## src/rtl/seg7_scan_driver.sv

```systemverilog
// Multiplexed 7-segment scan driver: double-buffered hex value, one digit per
// scan strobe, all-off blanking gap at every digit switch.
module seg7_scan_driver #(
    parameter int unsigned DIGITS         = 4,
    parameter int unsigned BLANK_CYCLES   = 2,
    parameter bit          ACTIVE_LOW_SEG = 1'b1,
    parameter bit          ACTIVE_LOW_AN  = 1'b1
) (
    input  logic                  i_clk,
    input  logic                  i_rst,
    input  logic                  i_delayClock,
    input  logic [4*DIGITS-1:0]   i_value,
    input  logic [DIGITS-1:0]     i_dp,
    input  logic                  i_valid,
    output logic                  o_ready,
    output logic [6:0]            o_seg,
    output logic                  o_dp,
    output logic [DIGITS-1:0]     o_an,
    output logic                  o_frameDone
);
    localparam int unsigned VAL_W = 4 * DIGITS;
    localparam int unsigned IDX_W = $clog2(DIGITS);
    localparam int unsigned CNT_W = $clog2(BLANK_CYCLES + 1);

    localparam logic [IDX_W-1:0]  IDX_LAST = IDX_W'(DIGITS - 1);
    localparam logic [CNT_W-1:0]  CNT_LAST = CNT_W'(BLANK_CYCLES - 1);
    localparam logic [6:0]        SEG_OFF  = {7{ACTIVE_LOW_SEG}};
    localparam logic [DIGITS-1:0] AN_OFF   = {DIGITS{ACTIVE_LOW_AN}};

    typedef enum logic {
        ST_BLANK = 1'b0,
        ST_SHOW  = 1'b1
    } state_t;

    state_t              state_q, state_d;
    logic [IDX_W-1:0]    idx_q, idx_d;
    logic [CNT_W-1:0]    cnt_q, cnt_d;
    logic                prev_q;
    logic [VAL_W-1:0]    shadow_val_q, shadow_val_d;
    logic [DIGITS-1:0]   shadow_dp_q, shadow_dp_d;
    logic [VAL_W-1:0]    pend_val_q, pend_val_d;
    logic [DIGITS-1:0]   pend_dp_q, pend_dp_d;
    logic                pend_full_q, pend_full_d;
    logic                ready_q, ready_d;
    logic                frame_q, frame_d;
    logic [6:0]          seg_q, seg_d;
    logic                dp_q, dp_d;
    logic [DIGITS-1:0]   an_q, an_d;

    logic                tick_c;
    logic                accept_c;
    logic [3:0]          nib_c;
    logic                dp_sel_c;
    logic [DIGITS-1:0]   onehot_c;

    // Active-high gfedcba pattern for one hex nibble.
    function automatic logic [6:0] decode(input logic [3:0] nib);
        logic [6:0] pat;
        case (nib)
            4'h0:    pat = 7'h3F;
            4'h1:    pat = 7'h06;
            4'h2:    pat = 7'h5B;
            4'h3:    pat = 7'h4F;
            4'h4:    pat = 7'h66;
            4'h5:    pat = 7'h6D;
            4'h6:    pat = 7'h7D;
            4'h7:    pat = 7'h07;
            4'h8:    pat = 7'h7F;
            4'h9:    pat = 7'h6F;
            4'hA:    pat = 7'h77;
            4'hB:    pat = 7'h7C;
            4'hC:    pat = 7'h39;
            4'hD:    pat = 7'h5E;
            4'hE:    pat = 7'h79;
            default: pat = 7'h71;
        endcase
        return pat;
    endfunction

    assign tick_c   = i_delayClock & ~prev_q;
    assign accept_c = i_valid & ready_q;

    // Scan sequencing and buffer management; a frame load only happens on wrap.
    always_comb begin
        state_d      = state_q;
        idx_d        = idx_q;
        cnt_d        = cnt_q;
        shadow_val_d = shadow_val_q;
        shadow_dp_d  = shadow_dp_q;
        pend_val_d   = pend_val_q;
        pend_dp_d    = pend_dp_q;
        pend_full_d  = pend_full_q;
        frame_d      = 1'b0;

        case (state_q)
            ST_BLANK: begin
                if (cnt_q == CNT_LAST) begin
                    state_d = ST_SHOW;
                    cnt_d   = '0;
                end else begin
                    cnt_d = cnt_q + CNT_W'(1);
                end
            end
            ST_SHOW: begin
                if (tick_c) begin
                    state_d = ST_BLANK;
                    if (idx_q == IDX_LAST) begin
                        idx_d   = '0;
                        frame_d = 1'b1;
                        if (pend_full_q) begin
                            shadow_val_d = pend_val_q;
                            shadow_dp_d  = pend_dp_q;
                            pend_full_d  = 1'b0;
                        end
                    end else begin
                        idx_d = idx_q + IDX_W'(1);
                    end
                end
            end
            default: state_d = ST_BLANK;
        endcase

        // Accept needs pending empty, load needs it full: the two never collide.
        if (accept_c) begin
            pend_val_d  = i_value;
            pend_dp_d   = i_dp;
            pend_full_d = 1'b1;
        end
        ready_d = ~pend_full_d;
    end

    always_comb begin
        nib_c    = '0;
        dp_sel_c = 1'b0;
        onehot_c = '0;
        for (int k = 0; k < int'(DIGITS); k++) begin
            if (idx_q == IDX_W'(k)) begin
                nib_c       = shadow_val_q[4*k +: 4];
                dp_sel_c    = shadow_dp_q[k];
                onehot_c[k] = 1'b1;
            end
        end

        if (state_q == ST_SHOW) begin
            an_d  = onehot_c ^ AN_OFF;
            seg_d = decode(nib_c) ^ SEG_OFF;
            dp_d  = dp_sel_c ^ ACTIVE_LOW_SEG;
        end else begin
            an_d  = AN_OFF;
            seg_d = SEG_OFF;
            dp_d  = ACTIVE_LOW_SEG;
        end
    end

    always_ff @(posedge i_clk) begin
        if (i_rst) begin
            state_q      <= ST_BLANK;
            idx_q        <= '0;
            cnt_q        <= '0;
            prev_q       <= 1'b0;
            shadow_val_q <= '0;
            shadow_dp_q  <= '0;
            pend_val_q   <= '0;
            pend_dp_q    <= '0;
            pend_full_q  <= 1'b0;
            ready_q      <= 1'b1;
            frame_q      <= 1'b0;
            seg_q        <= SEG_OFF;
            dp_q         <= ACTIVE_LOW_SEG;
            an_q         <= AN_OFF;
        end else begin
            state_q      <= state_d;
            idx_q        <= idx_d;
            cnt_q        <= cnt_d;
            prev_q       <= i_delayClock;
            shadow_val_q <= shadow_val_d;
            shadow_dp_q  <= shadow_dp_d;
            pend_val_q   <= pend_val_d;
            pend_dp_q    <= pend_dp_d;
            pend_full_q  <= pend_full_d;
            ready_q      <= ready_d;
            frame_q      <= frame_d;
            seg_q        <= seg_d;
            dp_q         <= dp_d;
            an_q         <= an_d;
        end
    end

    assign o_ready     = ready_q;
    assign o_seg       = seg_q;
    assign o_dp        = dp_q;
    assign o_an        = an_q;
    assign o_frameDone = frame_q;

endmodule

```

## config.mk

```make
export PLATFORM = sky130hd
export DESIGN_NAME = seg7_scan_driver
export DESIGN_NICKNAME = d
export VERILOG_FILES = /design/src/rtl/seg7_scan_driver.sv
export SDC_FILE = /design/constraint.sdc
export NUM_CORES = 1
export LEC_CHECK = 0
export BUFFER_PORTS_ARGS = -buffer_cell sky130_fd_sc_hd__buf_2
export CAP_MARGIN = 5
export CORE_MARGIN = 2
export CORE_UTILIZATION = 60
export CTS_CLUSTER_DIAMETER = 30
export CTS_CLUSTER_SIZE = 12
export DETAILED_ROUTE_END_ITERATION = 10
export GPL_TIMING_DRIVEN = 1
export PLACE_DENSITY = 0.83
export SYNTH_ARGS = -nofsm -noshare
export SYNTH_HDL_FRONTEND = slang
export SYNTH_SLANG_ARGS = --single-unit
```

## constraint.sdc

```tcl
create_clock -name i_clk -period 6.1 [get_ports i_clk]
set_input_delay 0.915 -clock i_clk [delete_from_list [all_inputs] [get_ports i_clk]]
set_output_delay 0.915 -clock i_clk [all_outputs]
set_load 0.01 [all_outputs]
```

-- Yosys cells after proc, flatten, opt, wreduce, memory -nomap -nowiden
Memories as Yosys holds them, arrays and structs flattened.
Index checks and enable logic that the tools add are counted.
- memory bits (read-only): 112
- input bits: 24
- memories: 1
- register bits: 61
- output and inout port bits: 14
- memories (memory ; depth ; bits a word ; rd ports ; clocked after memory_dff ; write ports ; line ; text):
    (no name shown) ; 16 ; 7 ; 1 ; 0 ; 0 ; 59 ; case (nib)
- reductions and logical operators: 5
- bitwise gates (word level): 9
- muxes and demuxes: 22
- add/subtract/negate cells: 2
- eq/ne operators: 4
- operators by type and width (cell ; count):
    4-bit two-way mux ; 4
    1-bit two-way mux ; 14
    7-bit two-way mux ; 1
    7-bit NOT ; 1
    1-bit NOT ; 5
    2-bit by 1-bit adder with 2-bit output (second input constant) ; 2
    2-bit by 1-bit == test with 1-bit output (second input constant) ; 2
    2-bit == test (second input constant) ; 2
    2-bit two-way mux ; 2
    4-bit NOT ; 1
    4-bit AND reduction ; 1
    3-bit OR reduction ; 1
    1-bit bitwise AND ; 2
    2-bit logical NOT ; 1
    1-bit one-hot mux with 2 select lines ; 1
    2-bit AND reduction ; 1
    2-bit OR reduction ; 1

-- Depth between registers and ports, before layout
An unclocked memory read counts as a cell.
- depth after elaboration: 8
- depth in mapped cells: 11
- mapped depth without buffers: 11

-- Worst setup path after synthesis
OpenSTA, ideal clock, no wires.
- path type: reg-to-reg
- from: register idx_q[1]
- to: register seg_q[3] (netlist: o_seg[3])
- path slack: 3719 ps
- period minus slack after synthesis: 2381 ps
- buffers on the path: 1
- setup time: 135 ps
- data arrival time: 2247 ps
- cell stages (with the launch flop): 10
- cells stage by stage: dfxtp_1 inv_1 ha_1 buf_6 nand3b_1 a221oi_1 inv_1 ha_1 a2111oi_0 a31oi_1
- word-level cells in the longest chain between the ends: 8
- elaborated cells on any way between the ends: 11
- those cells by class: eq/ne (3); mux (5); bitwise (1); reduce/logical (1); memory (1)
- RTL lines (element ; line ; text):
    start, declared ; 36 ; logic [IDX_W-1:0] idx_q, idx_d;
    start signal, assigned ; 173 ; idx_q <= idx_d;
    2-bit logical NOT ; 137 ; if (idx_q == IDX_W'(k)) begin
    4-bit two-way mux (3 in a row) ; 137 ;
    4-bit two-way mux * ; 137 ;
    memory read 16 x 7 bit * ; n/a ;
    7-bit two-way mux * ; 144 ; if (state_q == ST_SHOW) begin
    7-bit NOT (no line) * ; n/a ;
    end signal, assigned ; 183 ; seg_q <= seg_d;
    end, declared ; 46 ; logic [6:0] seg_q, seg_d;
Every way passes the cells marked *; elsewhere a longest branch is shown, timed or not. The select of a mux whose other input is x is not followed.
A chain may end at the register's enable or synchronous reset.

-- Final worst setup path
- from: register idx_q[0]
- to: register seg_q[3] (netlist: o_seg[3])
Same word-level chain as after synthesis.

==> results.ini <==
[outcome]
status=finished clean

[timing]
worstMarginPinSlew_ns=0.8513
relSlewSlack_pct=43.25
rsz0062_at_grt=no
finalSetupTns_ns=0
fin_crit_sh_pct=48.82
fmax_mhz=335.8
clock_skew_ns=0.008054
layout_min_cycle_time_ns=2.978
slew_violations=0
finalHoldViolCount=0
setup_viol=0

[setup_path]
worstSetupEndpointType=register
timing.rr.start=idx_q[0]$_SDFFE_PP0P_
startpoint=idx_q[0]$_SDFFE_PP0P_
cp.arrival_ns=3.15
rrSetupSlack_ns=3.12
r2r_end=o_seg[3]$_SDFF_PP1_
cp-endpoint=o_seg[3]$_SDFF_PP1_
worstSetupPathType=reg2reg
r2r_cells=7
crit_path_max_fanout=17
required_ns=6.27
crit_path_start_kind=register

[global_routing]
track_usage_pct=21.61
grt_pass1_wl_mm=8.204
grt_max_degree=52
grt_pass1_vias=1925
antenna_found_initial=0
grt_overflow=0

[yosys]
yosysTopAreaCellShare_pct=47.47
synth_top_flop_cell=dfxtp_1
synthCells=306
synth_seq_area_share_pct=47.47
yosys-top-cells-area=dfxtp_1, nand2_1, a21oi_1
syn-cell-area_um2=2572
syn_nets=341
post_synth.cell_area_avg_um2=8.407
ys_async_sr_fraction_pct=0
synth_cell_types=42
yosysTopAreaCell=dfxtp_1
synth_seq_cells=61
synth_edf_count=0
yosysWarningCount=0

[placement]
dpl_cell_area_um2=2703
io_buffers=37
dp_hpwl_mm=3.153
gp_congestion=0.8619

[routing]
firstDrtPassIters=5
viasPerCell=5.271
drc=0
dr_total_vias=2040
drt_iter0_markers=125
antenna_left=0
avgRoutedWirePerCell_um=12.34
drt-total-wl_mm=4.777

[pwr]
leakagePower_nw=1.089
peakVddDrop_uv=198.8
power_mw=0.7723
power.density_nw_per_um2=269.9

[die]
core_area_um2=4058
rows=23
dieHeight_um=69.48
die_w_um=69.48
initial_utilization_pct=63.40
pin_count=38
fp.dieArea_um2=4827

[cts]
max-clock-path-buffers=2
clock_sinks=61
ctsRootBufferMaster=clkbuf_8
cts_buffers=9
clk_pin_slew_ns=0.07
cts-resized-gates=0
cts_tree=yes
h-tree-depth=3
postCtsHoldBufs=0
post-cts-setup-buffers=0
insertion_delay_ns=0.34

[layout]
layout.nets=368
final_design_area_no_fill_um2=2861
area_growth_syn_to_layout_pct=11.24
diodes=0
drive_above_1_share_pct=17.51

[run]
cap_violations=0

[min_path]
min_path_type=reg2reg

==> synthesized netlist by cell type, types with 2 or more instances <==
cell	n
a211oi_1	3
a21o_1	2
a21oi_1	49
a31oi_1	2
and2b_2	2
buf_2	3
buf_6	4
clkbuf_1	11
dfxtp_1	61
ha_1	11
inv_1	7
mux2i_1	3
nand2_1	95
nand3b_1	3
nor2_1	16
nor2b_1	5
nor3b_1	3
o21ai_0	2
==> per-stage QoR <==
step | cells | util, % | setup WS (ns) | hold slack (ns)
floorplan | 306 | - | 3.719 | 0.4321
global placement | 372 | 66.61 | 3.345 | 0.4400
detailed placement | 372 | 66.61 | 3.173 | 0.4451
CTS | 387 | 70.52 | 3.158 | 0.4513
global route | 387 | 70.52 | 2.863 | 0.4690
finish | 387 | 70.52 | 3.122 | 0.4482
==> sequential cells by signal, summed over array words and instances (netlist names) <==
register      flops
state_q           1
o_ready           1
pend_val_q       16
cnt_q             2
shadow_dp_q       4
pend_full_q       1
idx_q             2
shadow_val_q     16
pend_dp_q         4
o_dp              1
o_seg             7
o_an              4
o_frameDone       1
prev_q            1
==> cells by family after synthesis <==
logic type / Yosys count / synth area share (%)
compound gates: 67 / 15.86
simple gates: 136 / 24.56
flops: 61 / 47.47
buf+inv: 28 / 5.593
mux: 3 / 1.167
fa+ha+maj: 11 / 5.350
==> area by class of cell <==
class	instances	area, um^2
Timing Repair Buffer	37	185.2
Clock buffer	13	148.9
Tap cell	50	62.56
Clock inverter	2	10.01
Inverter	7	26.28
Multi-Input combinational cell	217	1207
Sequential cell	61	1221
Fill cell	310	1196
==> power breakdown <==
group / internal (mW) / leakage, nW / switching [mW]
logic: 0.0214 / 0.509 / 0.0316
clock network: 0.155 / 0.0833 / 0.143
registers: 0.413 / 0.497 / 0.00740
total: 0.590 / 1.09 / 0.182
==> per-layer routing <==
layer | up-vias | wire [um] | global-route usage (%) | share of wire [%]
li1 | 1061 | - | - | -
met3 | 12 | 218 | 8.576 | 4.6
met5 | - | 0 | 0 | 0
met4 | 0 | 99 | 9.586 | 2.1
met1 | 929 | 2158 | 24.07 | 45
met2 | 38 | 2300 | 36.32 | 48
==> how the worst min path moves through the flow <==
stage	endpoint	slack, ns	startpoint	depth (start not counted)
2_1_floorplan	shadow_val_q[14]$_SDFFE_PP0P_	0.43	pend_val_q[14]$_SDFFE_PP0P_	2
3_3_place_gp	shadow_dp_q[2]$_SDFFE_PP0P_	0.44	pend_dp_q[2]$_SDFFE_PP0P_	2
3_5_place_dp	shadow_val_q[1]$_SDFFE_PP0P_	0.45	pend_val_q[1]$_SDFFE_PP0P_	2
4_1_cts	shadow_val_q[7]$_SDFFE_PP0P_	0.45	pend_val_q[7]$_SDFFE_PP0P_	2
5_1_grt	shadow_val_q[1]$_SDFFE_PP0P_	0.47	pend_val_q[1]$_SDFFE_PP0P_	2
6_report	shadow_val_q[9]$_SDFFE_PP0P_	0.45	pend_val_q[9]$_SDFFE_PP0P_	2
==> placed cells by master, fill, tap and decap left out, types with 2 or more instances in the layout <==
cell	n
dfxtp_1	61
o21ai_0	2
clkinv_2	2
clkbuf_1	3
inv_1	7
clkbuf_8	10
nor2_1	16
nor3b_1	3
nand2_1	95
a31oi_1	2
buf_2	37
a211oi_1	3
mux2i_1	3
ha_1	11
nand3b_1	3
and2b_2	2
nor2b_1	5
a21oi_1	49
a21o_1	2
==> critical path, stage by stage (launching register included) <==
cell	delay, ns
dfxtp_1	0.38
ha_1	0.66
a211oi_1	0.09
a221oi_1	0.64
inv_1	0.21
ha_1	0.35
a2111oi_0	0.39
a31oi_1	0.09
No activity file was read; power rests on OpenSTA's default activity.
